**config.mk**
```make
export PLATFORM = sky130hd
export DESIGN_NAME = spi_ad_slave
export DESIGN_NICKNAME = d
export VERILOG_FILES = /design/src/rtl/spi_ad_slave.sv
export SDC_FILE = /design/constraint.sdc
export NUM_CORES = 1
export LEC_CHECK = 0
export BUFFER_PORTS_ARGS = -buffer_cell sky130_fd_sc_hd__clkbuf_2
export CORE_MARGIN = 8
export CORE_UTILIZATION = 60
export DETAILED_ROUTE_END_ITERATION = 10
export PLACE_DENSITY_LB_ADDON = 0.2
export SLEW_MARGIN = 20
export SYNTH_ARGS = -nofsm -noshare
export SYNTH_HDL_FRONTEND = slang
export SYNTH_SLANG_ARGS = --single-unit
```
**constraint.sdc**
```tcl
create_clock -name CLK -period 2.68 [get_ports CLK]
set_input_delay 0.67 -clock CLK [delete_from_list [all_inputs] [get_ports CLK]]
set_output_delay 0.67 -clock CLK [all_outputs]
set_load 0.02 [all_outputs]
```
**src/rtl/spi_ad_slave.sv**
```systemverilog
// spi_ad_slave: 3-wire SPI register target with oversampled pins, 8-bit register bank and fabric ports
module spi_ad_slave #(
  parameter int NUM_REGS = 16,
  parameter logic [7:0] CHIP_ID = 8'h5A,
  parameter int SYNC_STAGES = 2
) (
  input  logic                        CLK,
  input  logic                        RST,
  input  logic                        SPI_CLK,
  input  logic                        SPI_CS,
  input  logic                        SPI_Data_in,
  output logic                        SPI_Data_out,
  output logic                        SPI_Data_oe,
  input  logic [$clog2(NUM_REGS)-1:0] Loc_Addr,
  output logic [7:0]                  Loc_q,
  output logic                        Wr_Stb,
  output logic [12:0]                 Wr_Addr,
  output logic [7:0]                  Wr_Data,
  output logic                        Frame_Err,
  output logic                        Busy
);
  localparam int AW = $clog2(NUM_REGS);
  localparam logic [12:0] NR = 13'(NUM_REGS);
  typedef enum logic [1:0] {IDLE, CMD, DATA, DONE} state_t;
  state_t state, nxt;
  logic [SYNC_STAGES-1:0] sclk_q, cs_q, sdi_q;
  logic sclk_d, cs_d, sclk_s, cs_s, sdi, rise, fall, cs_fall, cs_rise;
  logic [4:0] cnt;
  logic [14:0] sr;
  logic [15:0] cmd;
  logic rw, wr_ok, cmd_valid;
  logic [12:0] addr;
  logic [7:0] tx, rd_val;
  logic [7:0] regs [NUM_REGS];
  assign sclk_s = sclk_q[SYNC_STAGES-1];
  assign cs_s = cs_q[SYNC_STAGES-1];
  assign sdi = sdi_q[SYNC_STAGES-1];
  assign rise = sclk_s & ~sclk_d;
  assign fall = ~sclk_s & sclk_d;
  assign cs_fall = ~cs_s & cs_d;
  assign cs_rise = cs_s & ~cs_d;
  assign cmd = {sr, sdi};
  assign cmd_valid = cmd[14:13] == 2'b00 && cmd[12:0] < NR;
  assign rd_val = !cmd_valid ? 8'h00 : cmd[12:0] == 13'd0 ? CHIP_ID : regs[cmd[AW-1:0]];
  assign Busy = state != IDLE;
  always_comb begin
    nxt = state;
    case (state)
      IDLE: nxt = cs_fall ? CMD : IDLE;
      CMD: nxt = rise && cnt == 5'd15 ? DATA : CMD;
      DATA: nxt = (rw ? fall && cnt == 5'd24 : rise && cnt == 5'd23) ? DONE : DATA;
      default: nxt = DONE;
    endcase
    if (cs_rise) nxt = IDLE;
  end
  always_ff @(posedge CLK) begin
    if (RST) begin
      state <= IDLE;
      sclk_q <= '0;
      cs_q <= '0;
      sdi_q <= '0;
      sclk_d <= 1'b0;
      cs_d <= 1'b0;
      cnt <= '0;
      sr <= '0;
      rw <= 1'b0;
      wr_ok <= 1'b0;
      addr <= '0;
      tx <= '0;
      SPI_Data_out <= 1'b0;
      SPI_Data_oe <= 1'b0;
      Loc_q <= '0;
      Wr_Stb <= 1'b0;
      Wr_Addr <= '0;
      Wr_Data <= '0;
      Frame_Err <= 1'b0;
      for (int i = 0; i < NUM_REGS; i++) regs[i] <= '0;
    end else begin
      state <= nxt;
      sclk_q <= {sclk_q[SYNC_STAGES-2:0], SPI_CLK};
      cs_q <= {cs_q[SYNC_STAGES-2:0], SPI_CS};
      sdi_q <= {sdi_q[SYNC_STAGES-2:0], SPI_Data_in};
      sclk_d <= sclk_s;
      cs_d <= cs_s;
      Wr_Stb <= 1'b0;
      Frame_Err <= 1'b0;
      Loc_q <= Loc_Addr == '0 ? CHIP_ID : regs[Loc_Addr];
      if (cs_rise) begin
        SPI_Data_oe <= 1'b0;
        SPI_Data_out <= 1'b0;
      end else if (state == IDLE) begin
        cnt <= '0;
      end else if (state == CMD && rise) begin
        sr <= cmd[14:0];
        cnt <= cnt + 5'd1;
        if (cnt == 5'd15) begin
          rw <= cmd[15];
          addr <= cmd[12:0];
          wr_ok <= cmd_valid && cmd[12:0] != 13'd0;
          tx <= rd_val;
          Frame_Err <= cmd[15] && !cmd_valid;
        end
      end else if (state == DATA && rw && fall) begin
        SPI_Data_oe <= cnt != 5'd24;
        SPI_Data_out <= tx[7] & (cnt != 5'd24);
        tx <= {tx[6:0], 1'b0};
      end else if (state == DATA && rise) begin
        sr <= cmd[14:0];
        cnt <= cnt + 5'd1;
        if (!rw && cnt == 5'd23) begin
          if (wr_ok) begin
            regs[addr[AW-1:0]] <= cmd[7:0];
            Wr_Stb <= 1'b1;
            Wr_Addr <= addr;
            Wr_Data <= cmd[7:0];
          end else begin
            Frame_Err <= 1'b1;
          end
        end
      end
    end
  end
endmodule

```
==> results_tabular.tex, run 1 <==
\begin{tabular}{lr}
\hline
Metric & Value \\
\hline
\multicolumn{2}{l}{\textbf{Run status}} \\
\quad Result of the run & complete, no violations \\
\multicolumn{2}{l}{\textbf{Placed design}} \\
\quad Hpwl dp & 18,900 um \\
\quad Buffers added on ports & 42 \\
\quad Post-DP Area & 10,700 um2 \\
\quad Routability Congestion & 0.929 \\
\quad Post-Place Cells & 1,136 \\
\multicolumn{2}{l}{\textbf{Worst setup path}} \\
\quad Cell breakdown of the critical path & and4bb\_1, nor3\_2, and3\_1, nand3\_1, o21ai\_0, buf\_4 \\
\quad Buffers and inverters on the worst path & 1 \\
\quad Critical path arrival & 2690 ps \\
\quad Startpoint Class & register \\
\quad Worst-case register-to-register setup slack & 220 ps \\
\quad Critical path data required time & 2900 ps \\
\quad Peak fanout along the critical path & 8 \\
\quad CP top delay family & simple AND/OR/NAND/NOR gates \\
\quad Master of the slowest instance on the critical path & dfxtp\_1 \\
\quad CP peak stage delay & 440 ps \\
\quad Type of the setup path with the least slack & reg2reg \\
\quad Endpoint kind of the worst setup timing path & register \\
\multicolumn{2}{l}{\textbf{Detailed routing}} \\
\quad Detailed Route Iter0 Violations & 905 \\
\quad Routed vias & 7,638 \\
\quad Residual DRC count & 0 \\
\quad Vias per Instance & 6.48 \\
\quad Number of iterations in the first detailed-routing pass & 8 \\
\quad Wire length per cell after detailed routing & 24.2 um \\
\quad Wirelength, routed & 28,500 um \\
\quad Antenna violation net count after detailed routing & 0 \\
\multicolumn{2}{l}{\textbf{Synth}} \\
\quad Count of state elements after synthesis & 214 \\
\quad Average footprint of a synthesized cell & 11.4 um2 \\
\quad Share of synthesized area spent on multiplexers & 0.166 \\
\quad Async SR Flop Fraction & 0 \\
\quad Cell with the most instances after synthesis & nand2\_1 \\
\quad Nets in the synthesized netlist & 894 \\
\quad Main combinational cell family by area after synthesis & simple AND/OR/NAND/NOR gates \\
\quad Post-synthesis instance area & 10,000 um2 \\
\quad Number of enable-type register cells in the synthesized netlist & 128 \\
\quad Post-synthesis cell type with the largest combined area & edfxtp\_1 \\
\quad Number of library cell types mapped by synthesis & 47 \\
\quad Share of the synthesized area in compound gates (AO/OA/AOI/OAI) & 0.0623 \\
\quad Arithmetic-cell share of the synthesized area counting full adders, half adders and majority gates & 0.00375 \\
\quad Synth area leaders & edfxtp\_1 (38\%), dfxtp\_1 (17\%), mux4\_2 (13\%), nand2\_1 (6.0\%), nor2\_1 (5.7\%) \\
\quad Seq/Total Area, Yosys & 0.556 \\
\quad Basic-gate share of the synthesized area counting and, or, nand and nor cells & 0.174 \\
\quad Xor-xnor portion of the synthesized cell area & 0.00175 \\
\quad Number of instances in the synthesized netlist & 882 \\
\quad Most used standard cells in the synthesized netlist & nand2\_1 (159), nor2\_1 (153), edfxtp\_1 (128) \\
\quad Yosys warns & 0 \\
\quad Fraction of post-synthesis cell area in the top cell type by area & 0.384 \\
\quad Most used flip-flop cell after synthesis & edfxtp\_1 \\
\multicolumn{2}{l}{\textbf{Clocking}} \\
\quad Clock latency on the worst-skew pair & 530 ps \\
\quad Worst-path clk slew & 60 ps \\
\quad Number of sinks on the clock net & 214 \\
\quad CTS tree & done \\
\quad Hold buffer count at CTS & 0 \\
\quad Clock buffer count from CTS & 23 \\
\quad Clk Tree Root Cell & clkbuf\_16 \\
\quad Number of buffers inserted to repair setup after CTS & 0 \\
\quad H-Tree Level Count & 1 \\
\quad Post-cts sizing count & 0 \\
\quad Maximum buffer depth of the clock tree & 3 \\
\multicolumn{2}{l}{\textbf{Timing}} \\
\quad Clock period minus final worst setup slack & 2460 ps \\
\quad Transition time at the pin with the least slew margin & 768 ps \\
\quad Setup violators final & 0 \\
\quad Skew final & 16.4 ps \\
\quad Rel. slew slack & 0.485 \\
\quad Unrepaired setup endpoints after global routing & false \\
\quad Post-route setup TNS & 0 ps \\
\quad Number of endpoints with negative hold slack in the final report & 0 \\
\quad Max-slew violation count & 0 \\
\quad Peak Freq & 406 MHz \\
\quad Ratio of final minimum period to clock period & 0.919 \\
\multicolumn{2}{l}{\textbf{Power}} \\
\quad Relative contribution of the clock network to total power & 0.429 \\
\quad Overall power of the completed layout & 7230 uW \\
\quad Pwr per Cell Area & 633 nW/um2 \\
\quad Switching component of the power & 1580 uW \\
\quad Leak pwr & 0.00373 uW \\
\quad Reg power frac & 0.509 \\
\quad Cell internal power dissipation & 5650 uW \\
\quad Sw Share & 0.219 \\
\quad VDD IR max & 0.000500 V \\
\quad Share of total power in combinational logic & 0.062 \\
\multicolumn{2}{l}{\textbf{Die}} \\
\quad Die width & 145 um \\
\quad Initial cell density of the core & 0.608 \\
\quad Area of the core & 16,500 um2 \\
\quad Area of the die & 21,100 um2 \\
\quad Count of standard-cell rows & 47 \\
\quad Number of I/O pins & 43 \\
\quad Vertical extent of the die & 145 um \\
\multicolumn{2}{l}{\textbf{GRT}} \\
\quad All-layer global routing usage & 0.266 \\
\quad Congestion Overflow GR & 0 \\
\quad Antenna violations before repair & 0 \\
\quad Wire length of the first global-routing pass & 43,800 um \\
\quad Largest net degree at the start of global routing & 56 \\
\quad Vias in the first global route & 7,531 \\
\multicolumn{2}{l}{\textbf{Final layout}} \\
\quad Final cell area excluding filler cells & 11,400 um2 \\
\quad Count of non-filler cells in the finished layout & 1,178 \\
\quad Final layout net count & 953 \\
\quad Area growth from synthesis to final layout & 14.0\% \\
\quad Area used by sequential logic in the layout & 5570 um2 \\
\quad Combined area of the multi-input logic cells & 4090 um2 \\
\quad Proportion of layout cells with a drive suffix above 1 & 0.206 \\
\quad Core Util, Final & 0.693 \\
\quad \# fillers & 1,193 \\
\quad Antenna diode count & 0 \\
\multicolumn{2}{l}{\textbf{Hold path}} \\
\quad Type of the worst min-delay path & in2reg \\
\multicolumn{2}{l}{\textbf{Job}} \\
\quad Max Cap Viol & 0 \\
\hline
\end{tabular}
==> layout make-up <==
cell class                 count  share of cell area
sequential                   214               0.488
inverter                       6             0.00197
clock buffer                  35              0.0619
multi-input combinational    595               0.359
tap                          220              0.0241
clock inverter                 7             0.00416
timing repair buffer         101              0.0616
==> final timing paths <==
path,startpoint,to,depth (start not counted)
max,state[1],regs[6][2],6
min,SPI_CLK,sclk_q[0],2
max reg2reg,state[1],regs[6][2],6
min reg2reg,sdi_q[0],sdi_q[1],1
==> registers in the layout, indices dropped and copies added, names as in the netlist, 5 cells and up <==
name,count
regs,128
sr,15
Wr_Addr,13
addr,13
Loc_q,8
Wr_Data,8
tx,8
cnt,5
==> through the flow <==
stage | hold slack, ps | setup WS [ps]
after floorplan | 414 | 263
after global placement | 431 | 322
after detailed placement | 434 | 287
after CTS | 374 | 289
after global routing | 373 | 106
final | 372 | 217
==> placed cells by master (no fill, tap or decap), types with 10 or more instances in the layout <==
| cell type | count |
|---|---|
| mux4_2 | 57 |
| buf_4 | 55 |
| nand3_1 | 17 |
| edfxtp_1 | 128 |
| clkbuf_16 | 25 |
| dfxtp_1 | 85 |
| clkbuf_2 | 42 |
| o21ai_0 | 21 |
| nor3_1 | 10 |
| mux4_1 | 11 |
| nor2_1 | 153 |
| nor2b_1 | 17 |
| nand2_1 | 159 |
| a21oi_1 | 64 |
==> cell families (layout without fill, tap and decap cells) <==
group	after synthesis	count (layout)
and+or+nand+nor	401	401
DFF	214	214
AOI/OAI and AO/OA	112	112
muxes	77	77
buffers and inverters	73	149
adders and majority gates	3	3
xor gates and xnor gates	2	2
==> layer usage <==
layer  part of all wire  track usage  vias up
li1                   -            -     3318
met5                  0            0        -
met2               0.48        0.440      466
met1               0.37        0.334     3762
met4              0.043        0.106        0
met3               0.11       0.0628       92
==> power groups by stage <==
stage	clock [uW]	combinational [uW]	sequential, uW
floorplan	0	289	3720
global placement	0	435	3730
detailed placement	0	441	3740
CTS	3120	444	3670
global route	3280	467	3680
finish	3100	448	3680
==> worst reg2reg max path, delay by kind of cell, from the launching register on <==
kind,cells,cell delay (ps)
flops,1,440
compound gates,1,340
simple gates,4,1140
buf+inv,1,260
(Power assumes the default switching activity.)
==> inputs of run 2 (changes only) <==
==> constraint.sdc (replaced) <==
create_clock -name CLK -period 2.95 [get_ports CLK]
set_input_delay 0.7375 -clock CLK [delete_from_list [all_inputs] [get_ports CLK]]
set_output_delay 0.7375 -clock CLK [all_outputs]
set_load 0.02 [all_outputs]
==> run 2 against run 1 <==
Compared with the run above:
- maximum frequency up 2.1%
- critical endpoint is now regs[15][4]
- highest routed layer unchanged
- first-iteration DRC count is 10% lower
- clock skew rose by 15 ps
- utilization about the same
==> results_tabular.tex, run 2 (same netlist as run 1, synthesis figures left out) <==
\begin{tabular}{lr}
\hline
Metric & Value \\
\hline
\multicolumn{2}{l}{\textbf{Placed design}} \\
\quad Worst setup timing slack at the placement stage & 353 ps (+65.8 ps) \\
\quad Routability Congestion & 0.955 (+2.8\%) \\
\quad Hpwl dp & 19,300 um (+2.6\%) \\
\quad Buffers added on ports & 42 (unchanged) \\
\multicolumn{2}{l}{\textbf{Timing}} \\
\quad Number of endpoints with negative hold slack in the final report & 0 (unchanged) \\
\quad Unrepaired setup endpoints after global routing & false \\
\quad Least setup slack across all paths after layout & 538 ps (+321 ps) \\
\quad Clock period minus final worst setup slack & 2410 ps (-51.1 ps) \\
\quad Setup violators final & 0 (unchanged) \\
\quad Skew final & 31.1 ps (+14.6 ps) \\
\quad Max-slew violation count & 0 (unchanged) \\
\quad Ratio of final minimum period to clock period & 0.818 (-0.101) \\
\quad Transition time at the pin with the least slew margin & 895 ps (+128 ps) \\
\quad Rel. slew slack & 0.403 (-0.0822) \\
\quad Peak Freq & 415 MHz (+2.1\%) \\
\quad Post-route setup TNS & 0 ps (unchanged) \\
\multicolumn{2}{l}{\textbf{Clocking}} \\
\quad Worst-path clk slew & 70 ps (about the same) \\
\quad H-Tree Level Count & 1 (unchanged) \\
\quad Clock latency on the worst-skew pair & 530 ps (about the same) \\
\quad Post-cts sizing count & 0 (unchanged) \\
\quad Clk Tree Root Cell & clkbuf\_16 \\
\quad Hold buffer count at CTS & 0 (unchanged) \\
\quad Number of buffers inserted to repair setup after CTS & 0 (unchanged) \\
\quad Number of sinks on the clock net & 214 (unchanged) \\
\quad CTS tree & done \\
\quad Clock buffer count from CTS & 24 (+4.3\%) \\
\quad Maximum buffer depth of the clock tree & 3 (unchanged) \\
\multicolumn{2}{l}{\textbf{Power}} \\
\quad Cell internal power dissipation & 5170 uW (-8.4\%) \\
\quad Pwr per Cell Area & 583 nW/um2 (-8.0\%) \\
\quad Relative contribution of the clock network to total power & 0.436 (+0.007) \\
\quad Share of total power in combinational logic & 0.060 (-0.002) \\
\quad Overall power of the completed layout & 6650 uW (-8.0\%) \\
\quad VDD IR max & 0.000581 V (+16\%) \\
\quad Switching component of the power & 1480 uW (-6.4\%) \\
\quad Reg power frac & 0.503 (-0.006) \\
\quad Leak pwr & 0.00374 uW (+0.17\%) \\
\quad Sw Share & 0.222 (+0.00362) \\
\multicolumn{2}{l}{\textbf{Die}} \\
\quad Die width & 145 um (unchanged) \\
\quad Initial cell density of the core & 0.608 (unchanged) \\
\quad Area of the core & 16,500 um2 (unchanged) \\
\quad Area of the die & 21,100 um2 (unchanged) \\
\quad Count of standard-cell rows & 47 (unchanged) \\
\quad Number of I/O pins & 43 (unchanged) \\
\quad Vertical extent of the die & 145 um (unchanged) \\
\multicolumn{2}{l}{\textbf{Worst setup path}} \\
\quad Critical path arrival & 2650 ps (-40 ps) \\
\quad Startpoint Class & register \\
\quad Endpoint kind of the worst setup timing path & register \\
\quad Peak fanout along the critical path & 11 (+3) \\
\quad Type of the setup path with the least slack & reg2reg \\
\quad Source of the critical timing path & state[1] \\
\quad Startpoint of the most critical register-to-register path & state[1] \\
\quad Critical path data required time & 3180 ps (+280 ps) \\
\multicolumn{2}{l}{\textbf{Final layout}} \\
\quad Antenna diode count & 0 (unchanged) \\
\quad Number of flip-flops in the largest register & 128 (unchanged) \\
\quad Reg with most FFs & regs \\
\quad Proportion of layout cells with a drive suffix above 1 & 0.209 (+0.00287) \\
\quad Area growth from synthesis to final layout & 14.0\% (about the same) \\
\quad Final layout net count & 958 (+0.52\%) \\
\quad Largest registers & regs: 128 flops, sr: 15 flops \\
\quad Core Util, Final & 0.694 (about the same) \\
\quad Most used cells in the layout excluding fill and tap cells & nand2\_1 (159), nor2\_1 (153), edfxtp\_1 (128) \\
\quad Most common library cell in the layout ignoring fill and taps & nand2\_1 \\
\multicolumn{2}{l}{\textbf{GRT}} \\
\quad All-layer global routing usage & 0.268 (+0.00214) \\
\quad Antenna violations before repair & 0 (unchanged) \\
\quad Vias in the first global route & 7,501 (-0.40\%) \\
\quad Largest net degree at the start of global routing & 46 (-18\%) \\
\quad Wire length of the first global-routing pass & 43,600 um (-0.35\%) \\
\quad Congestion Overflow GR & 0 (unchanged) \\
\multicolumn{2}{l}{\textbf{Detailed routing}} \\
\quad Wirelength, routed & 28,900 um (+1.2\%) \\
\quad Antenna violation net count after detailed routing & 0 (unchanged) \\
\quad Wire length per cell after detailed routing & 24.4 um (+0.66\%) \\
\quad Vias per Instance & 6.41 (-1.2\%) \\
\quad Routed vias & 7,584 (-0.71\%) \\
\quad Residual DRC count & 0 (unchanged) \\
\quad Detailed Route Iter0 Violations & 811 (-10\%) \\
\quad Number of iterations in the first detailed-routing pass & 7 (-1) \\
\multicolumn{2}{l}{\textbf{Job}} \\
\quad Max Cap Viol & 0 (unchanged) \\
\multicolumn{2}{l}{\textbf{Hold path}} \\
\quad Type of the worst min-delay path & reg2reg \\
\quad Hold path startpoint & sdi\_q[0] \\
\multicolumn{2}{l}{\textbf{Run status}} \\
\quad Result of the run & complete, no violations \\
\hline
\end{tabular}
run 2: cell count changes in the layout (fill, tap and decap cells not counted), moves of 2 or more:
cell / previous run / this run
bufinv_16: 0 / 2
buf_12: 4 / 1
clkinv_2: 4 / 6
clkinv_1: 3 / 5
buf_4: 55 / 62
clkbuf_8: 4 / 1
run 2: critical path: stages (launching register included):
cell and delay [ps]:
dfxtp_1 450, and4bb_1 260, nor3_2 210, and3_1 320, nand3_1 140, buf_4 210, o21ai_0 280, buf_4 250
run 2: area by class of cell:
cell class | instances | area [um2]
clock buffer | 30 | 633
tap | 220 | 275
inverter | 6 | 22.5
fill | 1196 | 5050
sequential | 214 | 5570
multi-input combinational | 595 | 4090
clock inverter | 14 | 133
timing repair buffer | 105 | 696
run 2: path summary, 6_finish.rpt:
kind | to | slack (ps) | cells past startpoint
worst max-delay path | regs[15][4] | 540 | 7
worst min-delay path | sdi_q[1] | 440 | 1
worst max register to register | regs[15][4] | 540 | 7
worst min register to register | sdi_q[1] | 440 | 1
run 2: power groups by stage:
stage	sequential, uW	clock (uW)	combinational [uW]
CTS	3340	2920	401
global route	3350	3050	422
finish	3350	2900	403
detailed placement	3400	0	398
global placement	3400	0	389
floorplan	3380	0	263
run 2: per-stage QoR:
stage                     hold slack, ps  instances  area [um2]
after floorplan                      414        882       10000
after global placement               431       1140       10600
after detailed placement             446       1140       10600
after CTS                            442       1184       11400
after global routing                 471       1184       11400
final                                438       1184       11400
run 2: metal layers:
metal | wire length [um] | vias up | GRT usage
met5 | 0 | - | 0
met4 | 1020 | 0 | 0.105
met3 | 3260 | 75 | 0.0780
met2 | 13500 | 453 | 0.421
met1 | 11100 | 3728 | 0.347
li1 | - | 3328 | -
